### src/rtl/acc_addsub_stage_pkg.sv
// Shared types and constants for the accumulating add/subtract stage.
package acc_addsub_stage_pkg;

    // Command handshake phases: wait for a command, update the accumulator,
    // then present the result until the consumer takes it.
    typedef enum logic [1:0] {
        ST_IDLE = 2'd0,
        ST_EXEC = 2'd1,
        ST_RESP = 2'd2
    } state_e;

    // Meaning of in_mode / the adder's sub input.
    localparam logic MODE_ADD = 1'b0;
    localparam logic MODE_SUB = 1'b1;

endpackage : acc_addsub_stage_pkg

### src/rtl/acc_addsub_stage_addsub_core.sv
// Combinational two's-complement adder/subtractor.
// Subtraction is done as a + ~b + 1, so cout = 1 means "no borrow".
// The MSB is added separately so the carry into it is visible for the
// signed-overflow flag. WIDTH must be at least 2.
module addsub_core
    import acc_addsub_stage_pkg::*;
#(
    parameter int WIDTH = 4
) (
    input  logic [WIDTH-1:0] a,
    input  logic [WIDTH-1:0] b,
    input  logic             sub,
    output logic [WIDTH-1:0] sum,
    output logic             cout,
    output logic             ovf
);

    logic [WIDTH-1:0] b_eff;
    logic [WIDTH-1:0] low_sum;   // lower WIDTH-1 bits plus carry into the MSB
    logic             carry_msb_in;
    logic [1:0]       msb_sum;   // MSB result bit plus carry out of the MSB

    // Ripple the lower bits, then the MSB, exposing both carries.
    always_comb begin
        // NOTE: every output is assigned on every pass through this block, so
        // no path can leave a value unassigned and infer a latch.
        b_eff        = (sub == MODE_SUB) ? ~b : b;
        low_sum      = {1'b0, a[WIDTH-2:0]} + {1'b0, b_eff[WIDTH-2:0]}
                     + {{(WIDTH-1){1'b0}}, sub};
        carry_msb_in = low_sum[WIDTH-1];
        msb_sum      = {1'b0, a[WIDTH-1]} + {1'b0, b_eff[WIDTH-1]}
                     + {1'b0, carry_msb_in};
        sum          = {msb_sum[0], low_sum[WIDTH-2:0]};
        cout         = msb_sum[1];
        ovf          = carry_msb_in ^ msb_sum[1];
    end

endmodule : addsub_core

### src/rtl/acc_addsub_stage.sv
// Accumulating add/subtract stage with a valid/ready command port and a
// valid/ready result port. One command is in flight at a time: it is
// captured in IDLE, applied to the accumulator in EXEC, and the result is
// held in RESP until out_ready. All state lives here; the adder is pure logic.
module acc_addsub_stage
    import acc_addsub_stage_pkg::*;
#(
    parameter int WIDTH = 4
) (
    input  logic             clk,
    input  logic             rst,
    input  logic             in_valid,
    output logic             in_ready,
    input  logic [WIDTH-1:0] in_data,
    input  logic             in_mode,
    input  logic             in_load,
    output logic             out_valid,
    input  logic             out_ready,
    output logic [WIDTH-1:0] out_acc,
    output logic             out_cout,
    output logic             out_ovf,
    output logic             ovf_sticky
);

    state_e           state_q;

    // Captured command, so the inputs may change while it executes.
    logic [WIDTH-1:0] b_q;
    logic             mode_q;
    logic             load_q;

    // Architectural state and registered handshake outputs.
    logic [WIDTH-1:0] acc_q;
    logic             cout_q;
    logic             ovf_q;
    logic             sticky_q;
    logic             out_valid_q;
    logic             in_ready_q;

    // Adder result: the next accumulator/flag values for an arithmetic op.
    logic [WIDTH-1:0] sum_d;
    logic             cout_d;
    logic             ovf_d;

    addsub_core #(
        .WIDTH (WIDTH)
    ) u_addsub_core (
        .a    (acc_q),
        .b    (b_q),
        .sub  (mode_q),
        .sum  (sum_d),
        .cout (cout_d),
        .ovf  (ovf_d)
    );

    // Command FSM plus accumulator/flag and handshake registers.
    always_ff @(posedge clk) begin
        // NOTE: state is written with non-blocking assignments so every
        // register samples values from before the edge, independent of
        // statement order inside this block.
        if (rst) begin
            // NOTE: the captured-command registers are reset along with the
            // rest; it keeps the whole register set in one uniform branch and
            // they are never read before a new capture anyway.
            state_q     <= ST_IDLE;
            b_q         <= '0;
            mode_q      <= MODE_ADD;
            load_q      <= 1'b0;
            acc_q       <= '0;
            cout_q      <= 1'b0;
            ovf_q       <= 1'b0;
            sticky_q    <= 1'b0;
            out_valid_q <= 1'b0;
            in_ready_q  <= 1'b1;
        end else begin
            unique case (state_q)
                ST_IDLE: begin
                    if (in_valid) begin
                        b_q        <= in_data;
                        mode_q     <= in_mode;
                        load_q     <= in_load;
                        in_ready_q <= 1'b0;
                        state_q    <= ST_EXEC;
                    end
                end

                ST_EXEC: begin
                    if (load_q) begin
                        acc_q    <= b_q;
                        cout_q   <= 1'b0;
                        ovf_q    <= 1'b0;
                        sticky_q <= 1'b0;
                    end else begin
                        acc_q    <= sum_d;
                        cout_q   <= cout_d;
                        ovf_q    <= ovf_d;
                        sticky_q <= sticky_q | ovf_d;
                    end
                    out_valid_q <= 1'b1;
                    state_q     <= ST_RESP;
                end

                ST_RESP: begin
                    if (out_ready) begin
                        out_valid_q <= 1'b0;
                        in_ready_q  <= 1'b1;
                        state_q     <= ST_IDLE;
                    end
                end

                default: begin
                    out_valid_q <= 1'b0;
                    in_ready_q  <= 1'b1;
                    state_q     <= ST_IDLE;
                end
            endcase
        end
    end

    assign in_ready   = in_ready_q;
    assign out_valid  = out_valid_q;
    assign out_acc    = acc_q;
    assign out_cout   = cout_q;
    assign out_ovf    = ovf_q;
    assign ovf_sticky = sticky_q;

    // The two handshake sides are never open at the same time.
    a_ready_valid_exclusive : assert property (
        @(posedge clk) disable iff (rst) !(in_ready_q && out_valid_q)
    );

    // in_ready tracks IDLE and out_valid tracks RESP exactly.
    a_ready_matches_idle : assert property (
        @(posedge clk) disable iff (rst) in_ready_q == (state_q == ST_IDLE)
    );
    a_valid_matches_resp : assert property (
        @(posedge clk) disable iff (rst) out_valid_q == (state_q == ST_RESP)
    );

endmodule : acc_addsub_stage

### config.mk
export PLATFORM = sky130hd
export DESIGN_NAME = acc_addsub_stage
export DESIGN_NICKNAME = d
export VERILOG_FILES = /design/src/rtl/acc_addsub_stage_pkg.sv /design/src/rtl/acc_addsub_stage_addsub_core.sv /design/src/rtl/acc_addsub_stage.sv
export SDC_FILE = /design/constraint.sdc
export NUM_CORES = 1
export LEC_CHECK = 0
export CAP_MARGIN = 40
export CORE_MARGIN = 4
export CORE_UTILIZATION = 48
export DETAILED_ROUTE_END_ITERATION = 7
export GPL_TIMING_DRIVEN = 1
export MAX_ROUTING_LAYER = met4
export PLACE_DENSITY_LB_ADDON = 0.2
export SLEW_MARGIN = 10
export SYNTH_ARGS = -nofsm -noshare
export SYNTH_HDL_FRONTEND = slang
export SYNTH_SLANG_ARGS = --single-unit
export TNS_END_PERCENT = 30
### constraint.sdc
create_clock -name clk -period 2.3 [get_ports clk]
set_input_delay 0.46 -clock clk [delete_from_list [all_inputs] [get_ports clk]]
set_output_delay 0.46 -clock clk [all_outputs]
set_load 0.03 [all_outputs]
==> flow_summary_export.csv <==
group,metric,value,unit
placed_design,place.detailed.hpwl,1234,um
sta,worst_slew_pin_slew,449.1,ps
sta,hold_ws,459.4,ps
cells_and_area,diodes,0,
logic_synthesis,synth_nets,105,
logic_synthesis,synth_fa_ha_area_share,7.681,%
sta,max_freq,470.3,MHz
logic_synthesis,ys_types,34,
clock_network,clk_path_buf_depth,2,
sta,period_needed,2126,ps
setup_path,worstPathArrival,2350,ps
clock_network,insertion_delay,280,ps
logic_synthesis,synth_top_family_by_area,"simple AND/OR/NAND/NOR gates",
logic_synthesis,synth_seq_cells,17,
clock_network,clk_pin_slew,100,ps
floorplanning,die_x,50.01,um
route,viasPerCell,5.007,
global_route,grt_max_degree,19,
route,wl,1649,um
global_route,grt_antenna_before_repair,0,
logic_synthesis,synth_xor_area_share,4.136,%
route,drt_first_pass_iters,4,
pwr,seq_power_share,52.8,%
clock_network,cts.sinks,17,
cells_and_area,final.fill_count,135,
logic_synthesis,synth_edf_count,0,
logic_synthesis,yosysWarnings,0,
global_route,overflow,0,
logic_synthesis,avgSynthCellArea,9.308,um2
sta,drv_slew,0,
route,ant_nets,0,
setup_path,cp.required,2520,ps
clock_network,cts_tree,"built",
sta,rsz0062_at_grt,"no",
sta,finalSetupViolCount,0,
logic_synthesis,synth_top_cell_area_share,40.18,%
route,vias,676,
floorplanning,fp.coreArea,1594,um2
logic_synthesis,syn_inst,91,
clock_network,cts_hold_buf,0,
outcome,outcome,"finished clean",
floorplanning,start_util,53.14,%
clock_network,numCtsBuffers,3,
pwr,p_leak,0.4216,nW
logic_synthesis,synth-compound-area-share,13.59,%
logic_synthesis,async_reset_ff_share,0,%
setup_path,cp_max_fo,5,
sta,fin_tns_setup,0,ps
pwr,p_per_area,583.4,nW/um2
floorplanning,ios,19,
logic_synthesis,yosysTopAreaCell,"dfxtp_1",
logic_synthesis,synthSimpleGateAreaFrac,20.53,%
pwr,p_sw_share,28.73,%
sta,finalHoldViolCount,0,
clock_network,postCtsSetupBuffers,0,
clock_network,htree_levels,1,
global_route,grt_pass1_wl,2987,um
cells_and_area,nNetsFinal,126,
sta,finalCritPeriodShare,92.44,%
pwr,clock_power_share,25.2,%
logic_synthesis,syn_area,847.1,um2
sta,fin_skew,1.268,ps
worst_hold_path,hp-class,"flip-flop to flip-flop",
setup_path,crit_type,"flip-flop to flip-flop",
run,maxCapViolations,0,
floorplanning,die_area,2501,um2
clock_network,clock-root-buffer,"clkbuf_4",
logic_synthesis,yosys-mux-area-fraction,9.601,%
global_route,gr-usage-all-layers,15.70,%
floorplanning,die_h,50.01,um
floorplanning,rows,14,
pwr,share_comb_of_total_power,22.0,%
pwr,ir_worst_vdd,0.4196,mV
route,routedWlPerCell,12.21,um
route,first_iter_violations,8,
route,post-route-drc-count,0,
placed_design,portBuffers,18,
global_route,grt_pass1_vias,693,
setup_path,worst_setup_path_start_kind,"flip-flop",
pwr,p_sw,0.0001814,W
logic_synthesis,yosysSeqAreaShare,40.18,%
setup_path,cp-end-kind,"flip-flop",
logic_synthesis,synth-main-ff-cell,"dfxtp_1",
placed_design,place.gp.congestion,0.8629,
cells_and_area,drive_gt1_share,9.009,%
logic_synthesis,synth_area_leaders,"dfxtp_1 40%, mux2i_1 8.3%, nor2_1 5.8%",
cells_and_area,syn_to_final_growth,27.77,%
pwr,p_int,0.0004500,W
sta,relSlewSlack,70.00,%
logic make-up (layout without fill, tap and decap cells):
group | Yosys count | after routing
AOI/OAI and AO/OA | 18 | 18
xor gates and xnor gates | 4 | 4
adders and majority gates | 4 | 4
buffers and inverters | 7 | 27
DFF | 17 | 17
muxes | 8 | 8
and+or+nand+nor | 33 | 33
worst max-delay path, stage by stage, from the launching register on:
cell,delay [ps]
dfxtp_2,360
xor2_1,170
ha_1,330
and2_1,180
a21oi_2,90
fa_1,440
or3_1,360
a21oi_1,140
repair_timing:
action / in CTS / in global routing
setup endpoints to repair: 0 / 1
hold endpoints to repair: 0 / 0
gates resized for setup: 0 / 2
placed cells by master, fill, tap and decap left out, types with 2 or more instances in the layout:
| cell type | count |
|---|---|
| clkdlybuf4s50_1 | 18 |
| dfxtp_1 | 16 |
| nor2_1 | 13 |
| mux2i_1 | 7 |
| a21oi_1 | 6 |
| xor2_1 | 3 |
| nand2b_1 | 3 |
| o211ai_1 | 3 |
| nor3_1 | 3 |
| o21ai_0 | 3 |
| nand2_1 | 3 |
| clkbuf_4 | 3 |
| buf_4 | 3 |
| and2_1 | 2 |
| inv_1 | 2 |
| nor2b_1 | 2 |
| fa_1 | 2 |
| ha_1 | 2 |
per-stage QoR:
step,total power (W),std cells,setup WS (ps),util (%),cell area (um2)
global placement,0.0004730,131,182.5,65.93,1051
finish,0.0006314,135,173.9,67.90,1082
CTS,0.0006362,135,43.96,67.58,1077
detailed placement,0.0004787,131,83.00,65.93,1051
global route,0.0006735,135,16.87,67.90,1082
floorplan,0.0004261,91,210.5,-,847.1
power by group through the flow:
stage                     Sequential [W]  Clock [W]  Combinational [W]
after floorplan                 0.000346          0          0.0000806
after global placement          0.000339          0           0.000134
after detailed placement        0.000340          0           0.000138
after CTS                       0.000333   0.000164           0.000139
after global routing            0.000338   0.000183           0.000153
final                           0.000334   0.000159           0.000139
final cells by class:
type	instances	area, um2	share of cell area (%)
multi-input combinational	67	474.2	43.81
sequential	17	341.6	31.56
timing repair buffer	21	202.7	18.73
tap	24	30.03	2.775
clock buffer	4	26.28	2.428
inverter	2	7.507	0.6936
synthesized netlist by cell type (2+ instances only):
master	n
o21ai_0	3
mux2i_1	7
nand2_1	3
nand2b_1	3
fa_1	2
dfxtp_1	17
a21oi_1	7
nor3_1	3
and2_1	2
inv_1	2
xor2_1	3
nor2b_1	2
ha_1	2
nor2_1	13
o211ai_1	3
path summary, 6_finish.rpt:
kind	from	endpoint	slack, ps	cells after the start
max	mode_q$_SDFFE_PP0P_	out_cout$_SDFFE_PP0P_	170	7
min	out_cout$_SDFFE_PP0P_	out_cout$_SDFFE_PP0P_	460	2
max reg2reg	mode_q$_SDFFE_PP0P_	out_cout$_SDFFE_PP0P_	170	7
min reg2reg	out_cout$_SDFFE_PP0P_	out_cout$_SDFFE_PP0P_	460	2
layer usage:
| metal | part of all wire (%) | vias up | track usage, % |
|---|---|---|---|
| li1 | - | 356 | - |
| met1 | 47 | 303 | 19.45 |
| met2 | 48 | 15 | 23.91 |
| met3 | 4.6 | 2 | 3.916 |
| met4 | 0.61 | 0 | 6.912 |
| met5 | 0 | - | - |
Note: power is estimated with default switching activity, not from simulation.
